## config.mk

```make
export PLATFORM = sky130hd
export DESIGN_NAME = sram_scan_ctrl_flat
export DESIGN_NICKNAME = d
export VERILOG_FILES = /design/src/rtl/sram_scan_ctrl_if.sv /design/src/rtl/sram_scan_ctrl.sv /design/src/flat_wrapper.sv
export SDC_FILE = /design/constraint.sdc
export NUM_CORES = 1
export LEC_CHECK = 0
export ABC_CLOCK_PERIOD_IN_PS = 24200
export CAP_MARGIN = 30
export CORE_AREA = 5 5 457 459
export CTS_BUF_LIST = sky130_fd_sc_hd__clkbuf_8 sky130_fd_sc_hd__clkbuf_16
export DETAILED_ROUTE_END_ITERATION = 6
export DIE_AREA = 0 0 462 464
export DONT_BUFFER_PORTS = 1
export GPL_TIMING_DRIVEN = 0
export PLACE_DENSITY = 0.34
export SLEW_MARGIN = 20
export SYNTH_ARGS = -nofsm -noshare
export SYNTH_HDL_FRONTEND = slang
export SYNTH_SLANG_ARGS = --single-unit
```

## constraint.sdc

```tcl
create_clock -name clk -period 24.2 [get_ports clk]
set_input_delay 4.84 -clock clk [delete_from_list [all_inputs] [get_ports clk]]
set_output_delay 4.84 -clock clk [all_outputs]
set_load 0.1 [all_outputs]
```

## src/rtl/sram_scan_ctrl_if.sv

```systemverilog
`default_nettype none
// ============================================================================
// Module      : sram_scan_ctrl_if
// Description : Port-0/port-1 bus between the scan controller and the SRAM
//               macro array (chip selects, strobes, read data).
// Revision    : 1.0 - initial release
// ============================================================================
interface sram_scan_ctrl_if #(
    parameter int NUM_SRAMS   = 16,
    parameter int ADDR_WIDTH  = 16,
    parameter int DATA_WIDTH  = 32,
    parameter int WMASK_WIDTH = 4
);
    logic [NUM_SRAMS-1:0]            csb0;
    logic                            web0;
    logic [ADDR_WIDTH-1:0]           addr0;
    logic [DATA_WIDTH-1:0]           din0;
    logic [WMASK_WIDTH-1:0]          wmask0;
    logic [NUM_SRAMS-1:0]            csb1;
    logic                            web1;
    logic [ADDR_WIDTH-1:0]           addr1;
    logic [DATA_WIDTH-1:0]           din1;
    logic [WMASK_WIDTH-1:0]          wmask1;
    logic [NUM_SRAMS*DATA_WIDTH-1:0] dout0;
    logic [NUM_SRAMS*DATA_WIDTH-1:0] dout1;

    modport master (
        output csb0, web0, addr0, din0, wmask0,
        output csb1, web1, addr1, din1, wmask1,
        input  dout0, dout1
    );

    modport slave (
        input  csb0, web0, addr0, din0, wmask0,
        input  csb1, web1, addr1, din1, wmask1,
        output dout0, dout1
    );
endinterface
`default_nettype wire

```

## src/rtl/sram_scan_ctrl.sv

```systemverilog
`default_nettype none
// ============================================================================
// Module      : sram_scan_ctrl
// Description : Scan-chain SRAM test responder: shifts a 112-bit command
//               frame, runs one access per strobe, loads read data back.
// Revision    : 1.0 - initial release
// ============================================================================
module sram_scan_ctrl #(
    parameter int                   NUM_SRAMS      = 16,
    parameter logic [NUM_SRAMS-1:0] DUAL_PORT_MASK = 16'h00FF,
    parameter int                   ADDR_WIDTH     = 16,
    parameter int                   DATA_WIDTH     = 32,
    parameter int                   WMASK_WIDTH    = 4
) (
    input  wire logic           clk,
    input  wire logic           reset,
    input  wire logic           scan_en,
    input  wire logic           scan_in,
    output logic                scan_out,
    input  wire logic           sram_load,
    input  wire logic           global_csb,
    output logic                busy,
    sram_scan_ctrl_if.master    sram
);

    localparam int SEL_W      = 4;
    localparam int PORT_W     = ADDR_WIDTH + DATA_WIDTH + 2 + WMASK_WIDTH;
    localparam int FRAME_W    = SEL_W + 2 * PORT_W;

    // Field offsets, counted from the LSB end of the frame
    localparam int WMASK1_LSB = 0;
    localparam int WEB1_BIT   = WMASK_WIDTH;
    localparam int CSB1_BIT   = WMASK_WIDTH + 1;
    localparam int DIN1_LSB   = WMASK_WIDTH + 2;
    localparam int ADDR1_LSB  = DIN1_LSB + DATA_WIDTH;
    localparam int WMASK0_LSB = PORT_W;
    localparam int WEB0_BIT   = PORT_W + WMASK_WIDTH;
    localparam int CSB0_BIT   = PORT_W + WMASK_WIDTH + 1;
    localparam int DIN0_LSB   = PORT_W + WMASK_WIDTH + 2;
    localparam int ADDR0_LSB  = DIN0_LSB + DATA_WIDTH;
    localparam int SEL_LSB    = 2 * PORT_W;

    typedef enum logic [1:0] {
        S_IDLE    = 2'd0,
        S_ACCESS  = 2'd1,
        S_CAPTURE = 2'd2
    } state_t;

    state_t                 state_q,     state_d;
    logic [FRAME_W-1:0]     frame_q,     frame_d;
    logic                   arm_q,       arm_d;
    logic                   busy_q,      busy_d;
    logic [DATA_WIDTH-1:0]  cap0_q,      cap0_d;
    logic [DATA_WIDTH-1:0]  cap1_q,      cap1_d;
    logic [NUM_SRAMS-1:0]   csb0_q,      csb0_d;
    logic [NUM_SRAMS-1:0]   csb1_q,      csb1_d;
    logic                   web0_q,      web0_d;
    logic                   web1_q,      web1_d;
    logic [ADDR_WIDTH-1:0]  addr0_q,     addr0_d;
    logic [ADDR_WIDTH-1:0]  addr1_q,     addr1_d;
    logic [DATA_WIDTH-1:0]  din0_q,      din0_d;
    logic [DATA_WIDTH-1:0]  din1_q,      din1_d;
    logic [WMASK_WIDTH-1:0] wmask0_q,    wmask0_d;
    logic [WMASK_WIDTH-1:0] wmask1_q,    wmask1_d;

    logic [SEL_W-1:0]       f_sel;
    logic [ADDR_WIDTH-1:0]  f_addr0,  f_addr1;
    logic [DATA_WIDTH-1:0]  f_din0,   f_din1;
    logic                   f_csb0,   f_csb1;
    logic                   f_web0,   f_web1;
    logic [WMASK_WIDTH-1:0] f_wmask0, f_wmask1;

    assign f_sel    = frame_q[SEL_LSB    +: SEL_W];
    assign f_addr0  = frame_q[ADDR0_LSB  +: ADDR_WIDTH];
    assign f_din0   = frame_q[DIN0_LSB   +: DATA_WIDTH];
    assign f_csb0   = frame_q[CSB0_BIT];
    assign f_web0   = frame_q[WEB0_BIT];
    assign f_wmask0 = frame_q[WMASK0_LSB +: WMASK_WIDTH];
    assign f_addr1  = frame_q[ADDR1_LSB  +: ADDR_WIDTH];
    assign f_din1   = frame_q[DIN1_LSB   +: DATA_WIDTH];
    assign f_csb1   = frame_q[CSB1_BIT];
    assign f_web1   = frame_q[WEB1_BIT];
    assign f_wmask1 = frame_q[WMASK1_LSB +: WMASK_WIDTH];

    always_comb begin
        state_d  = state_q;
        frame_d  = frame_q;
        arm_d    = arm_q;
        busy_d   = busy_q;
        cap0_d   = cap0_q;
        cap1_d   = cap1_q;
        csb0_d   = csb0_q;
        csb1_d   = csb1_q;
        web0_d   = web0_q;
        web1_d   = web1_q;
        addr0_d  = addr0_q;
        addr1_d  = addr1_q;
        din0_d   = din0_q;
        din1_d   = din1_q;
        wmask0_d = wmask0_q;
        wmask1_d = wmask1_q;

        case (state_q)
            S_IDLE: begin
                // Re-arming on a high sample is what limits a held-low strobe to one access
                if (global_csb) begin
                    arm_d = 1'b1;
                end
                if (scan_en) begin
                    frame_d = {frame_q[FRAME_W-2:0], scan_in};
                end else if (sram_load) begin
                    if (!f_csb0 && f_web0) begin
                        frame_d[DIN0_LSB +: DATA_WIDTH] = cap0_q;
                    end
                    if (!f_csb1 && f_web1) begin
                        frame_d[DIN1_LSB +: DATA_WIDTH] = cap1_q;
                    end
                end else if (!global_csb && arm_q) begin
                    state_d  = S_ACCESS;
                    arm_d    = 1'b0;
                    busy_d   = 1'b1;
                    web0_d   = f_web0;
                    addr0_d  = f_addr0;
                    din0_d   = f_din0;
                    wmask0_d = f_wmask0;
                    web1_d   = f_web1;
                    addr1_d  = f_addr1;
                    din1_d   = f_din1;
                    wmask1_d = f_wmask1;
                    csb0_d   = '1;
                    csb1_d   = '1;
                    for (int i = 0; i < NUM_SRAMS; i++) begin
                        if (f_sel == SEL_W'(i)) begin
                            csb0_d[i] = f_csb0;
                            if (DUAL_PORT_MASK[i]) begin
                                csb1_d[i] = f_csb1;
                            end
                        end
                    end
                end
            end

            S_ACCESS: begin
                state_d = S_CAPTURE;
                busy_d  = 1'b1;
                csb0_d  = '1;
                csb1_d  = '1;
            end

            S_CAPTURE: begin
                state_d = S_IDLE;
                busy_d  = 1'b0;
                csb0_d  = '1;
                csb1_d  = '1;
                // Out-of-range selects and absent second ports read back as zero
                cap0_d  = '0;
                cap1_d  = '0;
                for (int i = 0; i < NUM_SRAMS; i++) begin
                    if (f_sel == SEL_W'(i)) begin
                        cap0_d = sram.dout0[i*DATA_WIDTH +: DATA_WIDTH];
                        if (DUAL_PORT_MASK[i]) begin
                            cap1_d = sram.dout1[i*DATA_WIDTH +: DATA_WIDTH];
                        end
                    end
                end
            end

            default: begin
                state_d = S_IDLE;
                busy_d  = 1'b0;
                csb0_d  = '1;
                csb1_d  = '1;
            end
        endcase
    end

    always_ff @(posedge clk or posedge reset) begin
        if (reset) begin
            state_q  <= S_IDLE;
            frame_q  <= '0;
            arm_q    <= 1'b1;
            busy_q   <= 1'b0;
            cap0_q   <= '0;
            cap1_q   <= '0;
            csb0_q   <= '1;
            csb1_q   <= '1;
            web0_q   <= 1'b1;
            web1_q   <= 1'b1;
            addr0_q  <= '0;
            addr1_q  <= '0;
            din0_q   <= '0;
            din1_q   <= '0;
            wmask0_q <= '0;
            wmask1_q <= '0;
        end else begin
            state_q  <= state_d;
            frame_q  <= frame_d;
            arm_q    <= arm_d;
            busy_q   <= busy_d;
            cap0_q   <= cap0_d;
            cap1_q   <= cap1_d;
            csb0_q   <= csb0_d;
            csb1_q   <= csb1_d;
            web0_q   <= web0_d;
            web1_q   <= web1_d;
            addr0_q  <= addr0_d;
            addr1_q  <= addr1_d;
            din0_q   <= din0_d;
            din1_q   <= din1_d;
            wmask0_q <= wmask0_d;
            wmask1_q <= wmask1_d;
        end
    end

    // MSB is visible before the first shift edge
    assign scan_out    = frame_q[FRAME_W-1];
    assign busy        = busy_q;
    assign sram.csb0   = csb0_q;
    assign sram.web0   = web0_q;
    assign sram.addr0  = addr0_q;
    assign sram.din0   = din0_q;
    assign sram.wmask0 = wmask0_q;
    assign sram.csb1   = csb1_q;
    assign sram.web1   = web1_q;
    assign sram.addr1  = addr1_q;
    assign sram.din1   = din1_q;
    assign sram.wmask1 = wmask1_q;

endmodule
`default_nettype wire

```

## src/flat_wrapper.sv

```systemverilog
// flat-port wrapper written by rule: the top's interface ports become plain ports
module sram_scan_ctrl_flat 
#(
    parameter int                   NUM_SRAMS      = 16,
    parameter logic [NUM_SRAMS-1:0] DUAL_PORT_MASK = 16'h00FF,
    parameter int                   ADDR_WIDTH     = 16,
    parameter int                   DATA_WIDTH     = 32,
    parameter int                   WMASK_WIDTH    = 4
)
  (clk, reset, scan_en, scan_in, scan_out, sram_load, global_csb, busy, sram_csb0, sram_web0, sram_addr0, sram_din0, sram_wmask0, sram_csb1, sram_web1, sram_addr1, sram_din1, sram_wmask1, sram_dout0, sram_dout1);
  sram_scan_ctrl_if #(.NUM_SRAMS(NUM_SRAMS), .ADDR_WIDTH(ADDR_WIDTH), .DATA_WIDTH(DATA_WIDTH), .WMASK_WIDTH(WMASK_WIDTH)) sram_i ();
  input  wire logic clk;
  input  wire logic reset;
  input  wire logic scan_en;
  input  wire logic scan_in;
  output logic scan_out;
  input  wire logic sram_load;
  input  wire logic global_csb;
  output logic busy;
  output wire logic [$bits(sram_i.csb0)-1:0] sram_csb0;
  output wire logic [$bits(sram_i.web0)-1:0] sram_web0;
  output wire logic [$bits(sram_i.addr0)-1:0] sram_addr0;
  output wire logic [$bits(sram_i.din0)-1:0] sram_din0;
  output wire logic [$bits(sram_i.wmask0)-1:0] sram_wmask0;
  output wire logic [$bits(sram_i.csb1)-1:0] sram_csb1;
  output wire logic [$bits(sram_i.web1)-1:0] sram_web1;
  output wire logic [$bits(sram_i.addr1)-1:0] sram_addr1;
  output wire logic [$bits(sram_i.din1)-1:0] sram_din1;
  output wire logic [$bits(sram_i.wmask1)-1:0] sram_wmask1;
  input wire logic [$bits(sram_i.dout0)-1:0] sram_dout0;
  input wire logic [$bits(sram_i.dout1)-1:0] sram_dout1;
  assign sram_csb0 = sram_i.csb0;
  assign sram_web0 = sram_i.web0;
  assign sram_addr0 = sram_i.addr0;
  assign sram_din0 = sram_i.din0;
  assign sram_wmask0 = sram_i.wmask0;
  assign sram_csb1 = sram_i.csb1;
  assign sram_web1 = sram_i.web1;
  assign sram_addr1 = sram_i.addr1;
  assign sram_din1 = sram_i.din1;
  assign sram_wmask1 = sram_i.wmask1;
  assign sram_i.dout0 = sram_dout0;
  assign sram_i.dout1 = sram_dout1;
  sram_scan_ctrl #(.NUM_SRAMS(NUM_SRAMS), .DUAL_PORT_MASK(DUAL_PORT_MASK), .ADDR_WIDTH(ADDR_WIDTH), .DATA_WIDTH(DATA_WIDTH), .WMASK_WIDTH(WMASK_WIDTH)) u_core (.clk(clk), .reset(reset), .scan_en(scan_en), .scan_in(scan_in), .scan_out(scan_out), .sram_load(sram_load), .global_csb(global_csb), .busy(busy), .sram(sram_i));
endmodule
```

==> flow_summary.json, run 1 <==
{
  "cts_tree": "yes",
  "grt_util_all_layers_pct": 20.4,
  "finalWeightedCongestion": 0.893,
  "grt_first_pass_wirelength_mm": 272,
  "pin_count": 1170,
  "clkSlewWorstSetupHoldPaths_ns": 0.06,
  "grt.overflow.total": 0,
  "worst_clock_skew_ns": 0.0550,
  "layout-drive-gt1-share_pct": 18.3,
  "dp_hpwl_mm": 199,
  "grt_antenna_before_repair": 241,
  "synth_xor_area_share_pct": 0,
  "cts_hold_buffers": 0,
  "drt-wirelength-per-cell_um": 44.6,
  "critical_path.endpoint_type": "output pin",
  "worst_ir_drop_vdd_mv": 0.0561,
  "fin_crit_sh_pct": 27.1,
  "initial_utilization_pct": 9.42,
  "cts_max_path_buffers": 3,
  "timing.setup.tns_ns": 0,
  "ys.flop_type": "sky130_fd_sc_hd__dfrtp_1",
  "synthesis.area_um2": 19200,
  "io_buffer_count": 0,
  "via_per_inst": 4.05,
  "count_of_different_cell_masters_after_synthesis": 74,
  "outcome": "completed",
  "crit_type": "register to output pin",
  "synthSimpleGateAreaFrac_pct": 17.1,
  "total_leakage_power_nw": 9.65,
  "synth_adder_area_share_pct": 0,
  "syn-mean-instance-area_um2": 8.85,
  "finalCoreUtilization_pct": 12.4,
  "combinational_family_with_the_most_area_after_synthesis": "compound AO/OA/AOI/OAI gates",
  "timing.critical_path.fanout_max": 2,
  "cts_root_buf": "sky130_fd_sc_hd__clkbuf_16",
  "cell_internal_pwr_mw": 1.64,
  "hold_path_class": "register to register",
  "cts-resized-gates": 0,
  "filler_cell_count": 23500,
  "detailroute.via_count": 20700,
  "setup_viol": 0,
  "p_comb_share_pct": 43.4,
  "synth_sequential_area_ratio_pct": 40.5,
  "sequentialPowerShare_pct": 38.4,
  "numClockSinks": 310,
  "tritonroute_pass_1_iters": 5,
  "critical_path_required_ns": 19.36,
  "total_power_mw": 3.91,
  "fin_area_um2": 25400,
  "setup_repair_after_global_routing_missed_its_margin": "false",
  "synthesized_area_fraction_occupied_by_ao_oa_aoi_and_oai_cells_pct": 21.2,
  "max-slew-margin-rel_pct": 24.5,
  "dr.first_iter.drc_count": 2324,
  "power.share.clock_pct": 18.2,
  "async_flop_share_pct": 100,
  "post-cts-setup-buffers": 0,
  "synth-edff-count": 0,
  "post_dp_cell_area_um2": 23400,
  "drt.antenna.violating_nets": 0,
  "powerDensity_nw_per_um2": 154,
  "yosys_register_bits": 310,
  "placeableCoreArea_um2": 204000,
  "report.final.hold_viol_count": 0,
  "die_h_um": 464,
  "max_freq_mhz": 153,
  "cts_buffers": 46,
  "floorplan.rows": 166,
  "worstPathArrival_ns": 1.71,
  "detail_route.wirelength_mm": 228,
  "critical_path.startpoint_type": "register",
  "power.share.switching_pct": 58.0,
  "design.die.area_um2": 214000,
  "cap_violations": 0,
  "grt_start_max_net_pins": 85,
  "num-nets-final": 3309,
  "die_w_um": 462,
  "cts_htree_levels": 2,
  "yosys_warnings": 0,
  "switchingPower_mw": 2.27,
  "timing_worst_slew_pin_value_ns": 1.13,
  "drc_errors": 0,
  "fin_hold_ws_ns": 0.483,
  "yosys-mux-area-fraction_pct": 15.3,
  "netlist_instances": 2171,
  "flow.area_growth_from_synthesis_pct": 31.9,
  "vias_in_the_first_global_route": 19600,
  "timing_max_transition_violations_final": 0,
  "clock_insertion_delay_worst_skew_ns": 0.69,
  "finalCriticalPeriod_ns": 6.55
}
cells in the final DEF (no fill, tap or decap), types with 70 or more instances in the layout:
master and instances:
sky130_fd_sc_hd__o21ai_0 184, sky130_fd_sc_hd__clkbuf_1 71, sky130_fd_sc_hd__nor2_1 132, sky130_fd_sc_hd__nand2_1 505, sky130_fd_sc_hd__a21oi_1 111, sky130_fd_sc_hd__mux2_2 93, sky130_fd_sc_hd__mux2i_1 110, sky130_fd_sc_hd__dfrtp_1 282
sky130_fd_sc_hd__diode_2 112, sky130_fd_sc_hd__buf_2 70
final cells by class:
class | count | area [um2] | area share [%]
flip-flops and latches | 310 | 7790 | 30.7
plain buffers | 206 | 1120 | 4.42
repair buffers | 53 | 822 | 3.24
clock buffers | 52 | 1230 | 4.86
diodes | 112 | 280 | 1.11
well taps | 2688 | 3360 | 13.3
multi-input cells | 1656 | 10400 | 40.9
clock inverters | 33 | 352 | 1.39
inverters | 6 | 30.0 | 0.118
logic make-up after synthesis:
| kind of cell | after synthesis |
|---|---|
| compound gates | 630 |
| buf+inv | 212 |
| flops | 310 |
| mux | 238 |
| other cells | 1 |
| simple gates | 780 |
power by group through the flow:
stage	clock network, mW	registers [mW]	logic, mW
floorplan	0	1.40	0.779
global placement	0	1.58	1.55
detailed placement	0	1.52	1.70
CTS	0.738	1.51	1.70
global route	0.751	1.52	1.78
finish	0.712	1.50	1.70
stage by stage:
step                std cells  setup WS, ns
finish                   5116         17.65
detailed placement       4913         16.75
floorplan                2178         10.83
global placement         4866          5.09
global route             5035         17.51
CTS                      4998         17.46
cell usage after synthesis, drive strengths merged (4+ instances only):
| library cell | count | area share [%] |
|---|---|---|
| a2111oi | 8 | 0.36 |
| a211oi | 25 | 0.98 |
| a21o | 6 | 0.23 |
| a21oi | 111 | 2.9 |
| a221o | 6 | 0.31 |
| a221oi | 16 | 0.73 |
| a222oi | 4 | 0.21 |
| a22o | 8 | 0.36 |
| a22oi | 27 | 1.1 |
| a2bb2oi | 15 | 0.68 |
| a311oi | 7 | 0.32 |
| a31oi | 15 | 0.49 |
| a32o | 5 | 0.26 |
| a32oi | 5 | 0.23 |
| and3 | 6 | 0.20 |
| buf | 122 | 4.1 |
| clkbuf | 84 | 1.6 |
| dfrtp | 283 | 37 |
| dfstp | 27 | 3.7 |
| inv | 6 | 0.12 |
| mux2 | 93 | 5.4 |
| mux2i | 110 | 5.7 |
| mux4 | 35 | 4.1 |
| nand2 | 507 | 9.9 |
| nand2b | 12 | 0.39 |
| nand3 | 27 | 0.70 |
| nand3b | 5 | 0.20 |
| nor2 | 134 | 2.6 |
| nor2b | 27 | 0.89 |
| nor3 | 36 | 0.99 |
| o211ai | 5 | 0.20 |
| o21a | 10 | 0.39 |
| o21ai | 195 | 5.1 |
| o21bai | 7 | 0.27 |
| o221a | 4 | 0.23 |
| o221ai | 26 | 1.2 |
| o22a | 6 | 0.27 |
| o22ai | 57 | 1.9 |
| o31ai | 31 | 1.2 |
| o32ai | 15 | 0.68 |
| o41ai | 4 | 0.18 |
| or2 | 7 | 0.23 |
registers in the layout (all words and copies together), names as in the netlist, 2 cells and up:
signal,flops
u_core.cap0_q,32
u_core.cap1_q,32
u_core.frame_q,112
u_core.sram.addr0,16
u_core.sram.addr1,16
u_core.sram.csb0,16
u_core.sram.csb1,8
u_core.sram.din0,32
u_core.sram.din1,32
u_core.sram.wmask0,4
u_core.sram.wmask1,4
u_core.state_q,2
layer usage:
metal | share of wire (%) | wire (um) | track usage, % | vias to the layer above
met5 | 0.45 | 1020 | 0 | -
met4 | 4.0 | 9100 | 7.15 | 152
met3 | 11 | 26200 | 10.5 | 474
met2 | 45 | 103000 | 32.8 | 1524
met1 | 39 | 88500 | 23.2 | 10300
li1 | - | - | - | 8236
worst reg2reg max path: stages (launching register included):
cell and delay (ns):
sky130_fd_sc_hd__dfrtp_1 0.45, sky130_fd_sc_hd__buf_6 0.22, sky130_fd_sc_hd__buf_6 0.25, sky130_fd_sc_hd__buf_4 0.47
sky130_fd_sc_hd__nand3_1 0.47, sky130_fd_sc_hd__nand2_1 0.71, sky130_fd_sc_hd__o21ai_0 0.52, sky130_fd_sc_hd__o21ai_0 0.52
sky130_fd_sc_hd__nand3_1 0.13
path summary, 6_finish.rpt:
path / start / to / slack, ns / cells past startpoint
max in group asynchronous: reset / u_core.cap0_q[30]$_DFFE_PP0N_ / 18.96 / 3
worst max-delay path: u_core.sram.din1[13]$_DFFE_PP0P_ / sram_din1[13] / 17.65 / 0
worst min-delay path: u_core.frame_q[0]$_DFFE_PP0P_ / u_core.sram.wmask1[0]$_DFFE_PP0P_ / 0.48 / 2
worst min register to register: u_core.frame_q[0]$_DFFE_PP0P_ / u_core.sram.wmask1[0]$_DFFE_PP0P_ / 0.48 / 2
worst max register to register: u_core.frame_q[108]$_DFFE_PP0P_ / u_core.cap0_q[6]$_DFFE_PP0N_ / 20.28 / 8
min in group asynchronous: reset / u_core.sram.addr0[8]$_DFFE_PP0P_ / 4.01 / 1
Note: power is estimated with default switching activity, not from simulation.
==> inputs of run 2 (changes only) <==
--- a/config.mk
+++ b/config.mk
@@ -5,7 +5,7 @@
 export SDC_FILE = /design/constraint.sdc
 export NUM_CORES = 1
 export LEC_CHECK = 0
-export ABC_CLOCK_PERIOD_IN_PS = 24200
+export ABC_CLOCK_PERIOD_IN_PS = 6770
 export CAP_MARGIN = 30
 export CORE_AREA = 5 5 457 459
 export CTS_BUF_LIST = sky130_fd_sc_hd__clkbuf_8 sky130_fd_sc_hd__clkbuf_16
==> constraint.sdc (replaced) <==
create_clock -name clk -period 6.77 [get_ports clk]
set_input_delay 1.354 -clock clk [delete_from_list [all_inputs] [get_ports clk]]
set_output_delay 1.354 -clock clk [all_outputs]
set_load 0.1 [all_outputs]
==> run 2 against run 1 <==
Worst setup slack lost 15 ns. Via count shrank 0.13%. Sequential power grew to 3.6 times the previous value. Worst hold slack gained 0.0067 ns. Highest routed layer unchanged. Cell area grew 0.93%.
==> flow_summary.json, run 2 (synthesized netlist as in run 1, its figures left out) <==
{
  "outcome": "completed",
  "report.final.hold_viol_count": 0,
  "reg2reg_slack_ns": 2.77,
  "timing.critical_path.buf_inv": 3,
  "finalCriticalPeriod_ns": 4.00,
  "timing.critical_path.fanout_max": 10,
  "timing.setup.tns_ns": 0,
  "grt_util_all_layers_pct": 20.4,
  "initial_utilization_pct": 9.42,
  "grt_antenna_before_repair": 239,
  "hold-path-cell-count": 2,
  "cap_violations": 0,
  "hold_path_class": "register to register",
  "critical_path.startpoint_type": "register",
  "worstPathArrival_ns": 4.45,
  "setup_repair_after_global_routing_missed_its_margin": "false",
  "grt_start_max_net_pins": 31,
  "detail_route.wirelength_mm": 228,
  "max-slew-margin-rel_pct": 23.0,
  "flow.area_growth_from_synthesis_pct": 33.2,
  "cts_buffers": 46,
  "largest_register_ffs": 112,
  "fin_crit_sh_pct": 59.1,
  "layout-drive-gt1-share_pct": 19.0,
  "setup_viol": 0,
  "cts_htree_levels": 2,
  "num-nets-final": 3320,
  "die_h_um": 464,
  "cp_cell_sequence": "buf_6, buf_4, nand4_2, nand2_1, buf_2, nor3_1, o21ai_1, nand3_1",
  "design.die.area_um2": 214000,
  "drc_errors": 0,
  "timing_max_transition_violations_final": 0,
  "powerDensity_nw_per_um2": 547,
  "most_frequent_standard_cell_in_the_layout_excluding_fill_and_tap_cells": "sky130_fd_sc_hd__nand2_1",
  "cts_max_path_buffers": 3,
  "detailroute.via_count": 20700,
  "die_w_um": 462,
  "post-cts-setup-buffers": 0,
  "r2r.worst_path.cells": 8,
  "timing_worst_slew_pin_value_ns": 1.15,
  "cts_tree": "yes",
  "cp_top_family": "simple AND/OR/NAND/NOR gates",
  "drt.antenna.violating_nets": 0,
  "drt-wirelength-per-cell_um": 44.5,
  "cts_root_buf": "sky130_fd_sc_hd__clkbuf_16",
  "total_leakage_power_nw": 9.74,
  "finalCoreUtilization_pct": 12.6,
  "grt_first_pass_wirelength_mm": 273,
  "clock_insertion_delay_worst_skew_ns": 0.64,
  "cts_hold_buffers": 0,
  "critical_path_required_ns": 7.22,
  "critical_path.endpoint_type": "register",
  "clkSlewWorstSetupHoldPaths_ns": 0.06,
  "timing.critical_path.slowest_stage_cell": "sky130_fd_sc_hd__dfrtp_2",
  "io_buffer_count": 0,
  "timing.final.ws_setup_ns": 2.77,
  "pre_cts_slack_ns": 2.53,
  "pin_count": 1170,
  "numClockSinks": 310,
  "grt.overflow.total": 0,
  "dr.first_iter.drc_count": 2224,
  "worst_clock_skew_ns": 0.0419,
  "min_to": "u_core.cap1_q[21]$_DFFE_PP0N_",
  "finalWeightedCongestion": 0.898,
  "worst_ir_drop_vdd_mv": 0.199,
  "floorplan.rows": 166,
  "crit_type": "register to register",
  "tritonroute_pass_1_iters": 6,
  "largest_register": "u_core.frame_q",
  "timing.rr.start": "u_core.frame_q[111]$_DFFE_PP0P_",
  "cts-resized-gates": 0,
  "total_power_mw": 14.0,
  "vias_in_the_first_global_route": 19600,
  "placeableCoreArea_um2": 204000,
  "dp_hpwl_mm": 201,
  "max_freq_mhz": 250,
  "via_per_inst": 4.03,
  "r2r-end": "u_core.cap0_q[4]$_DFFE_PP0N_",
  "layout_common_cells": "sky130_fd_sc_hd__nand2_1, sky130_fd_sc_hd__dfrtp_1, sky130_fd_sc_hd__o21ai_0",
  "critical-path-max-stage-delay_ns": 0.77,
  "min_from": "u_core.cap1_q[21]$_DFFE_PP0N_"
}
[run 2: cell count changes in the layout (fill, tap and decap cells not counted), moves of 3 or more]
cell | before | now
sky130_fd_sc_hd__buf_12 | 0 | 12
sky130_fd_sc_hd__clkinv_2 | 4 | 9
sky130_fd_sc_hd__a2111oi_2 | 1 | 5
sky130_fd_sc_hd__a2111oi_0 | 4 | 1
sky130_fd_sc_hd__buf_16 | 21 | 18
sky130_fd_sc_hd__buf_2 | 70 | 73
sky130_fd_sc_hd__diode_2 | 112 | 115
sky130_fd_sc_hd__inv_1 | 17 | 14
[run 2: per-layer routing]
metal,track usage [%],part of all wire (%)
met1,23.7,39
met2,32.1,44
met3,10.7,12
met4,7.14,3.9
met5,0,0.38
[run 2: where the power goes]
part           internal [mW]  leakage (nW)  switching (mW)
registers               2.58          3.85            2.77
clock network           1.54         0.820            1.06
logic                   1.83          5.07            4.24
total                   5.95          9.74            8.06
[run 2: how the worst max path moves through the flow]
stage | start | slack, ns | cells after the start | to
final | u_core.frame_q[111]$_DFFE_PP0P_ | 2.77 | 8 | u_core.cap0_q[4]$_DFFE_PP0N_
after global routing | u_core.frame_q[111]$_DFFE_PP0P_ | 2.67 | 8 | u_core.cap0_q[4]$_DFFE_PP0N_
after CTS | u_core.frame_q[108]$_DFFE_PP0P_ | 2.47 | 8 | u_core.cap0_q[5]$_DFFE_PP0N_
after detailed placement | u_core.frame_q[108]$_DFFE_PP0P_ | 2.53 | 8 | u_core.cap0_q[5]$_DFFE_PP0N_
after global placement | reset | -1.64 | 1 | u_core.cap0_q[30]$_DFFE_PP0N_
after floorplan | reset | 1.31 | 1 | u_core.busy$_DFFE_PP0P_
[run 2: layout make-up]
cell class | count | area, um2
Inverter | 6 | 26.3
Timing Repair Buffer | 64 | 998
Multi-Input combinational cell | 1656 | 10400
Clock inverter | 34 | 388
Fill cell | 23400 | 178000
Tap cell | 2688 | 3360
Buffer | 206 | 1120
Sequential cell | 310 | 7790
Clock buffer | 51 | 1220
Antenna cell | 115 | 288
[run 2: worst min-delay path, delay by kind of cell, from the launching register on]
family,cells,cell delay (ns)
AOI/OAI and AO/OA,1,0.06
DFF,1,0.35
and+or+nand+nor,1,0.05
[run 2: stage by stage]
stage | cell area, um2 | hold slack [ns] | std cells
finish | 25600 | 0.489 | 5130
global route | 25400 | 0.511 | 5056
CTS | 25300 | 0.489 | 5012
detailed placement | 23700 | 0.475 | 4927
global placement | 22600 | 0.471 | 4866
floorplan | 19300 | 0.448 | 2178
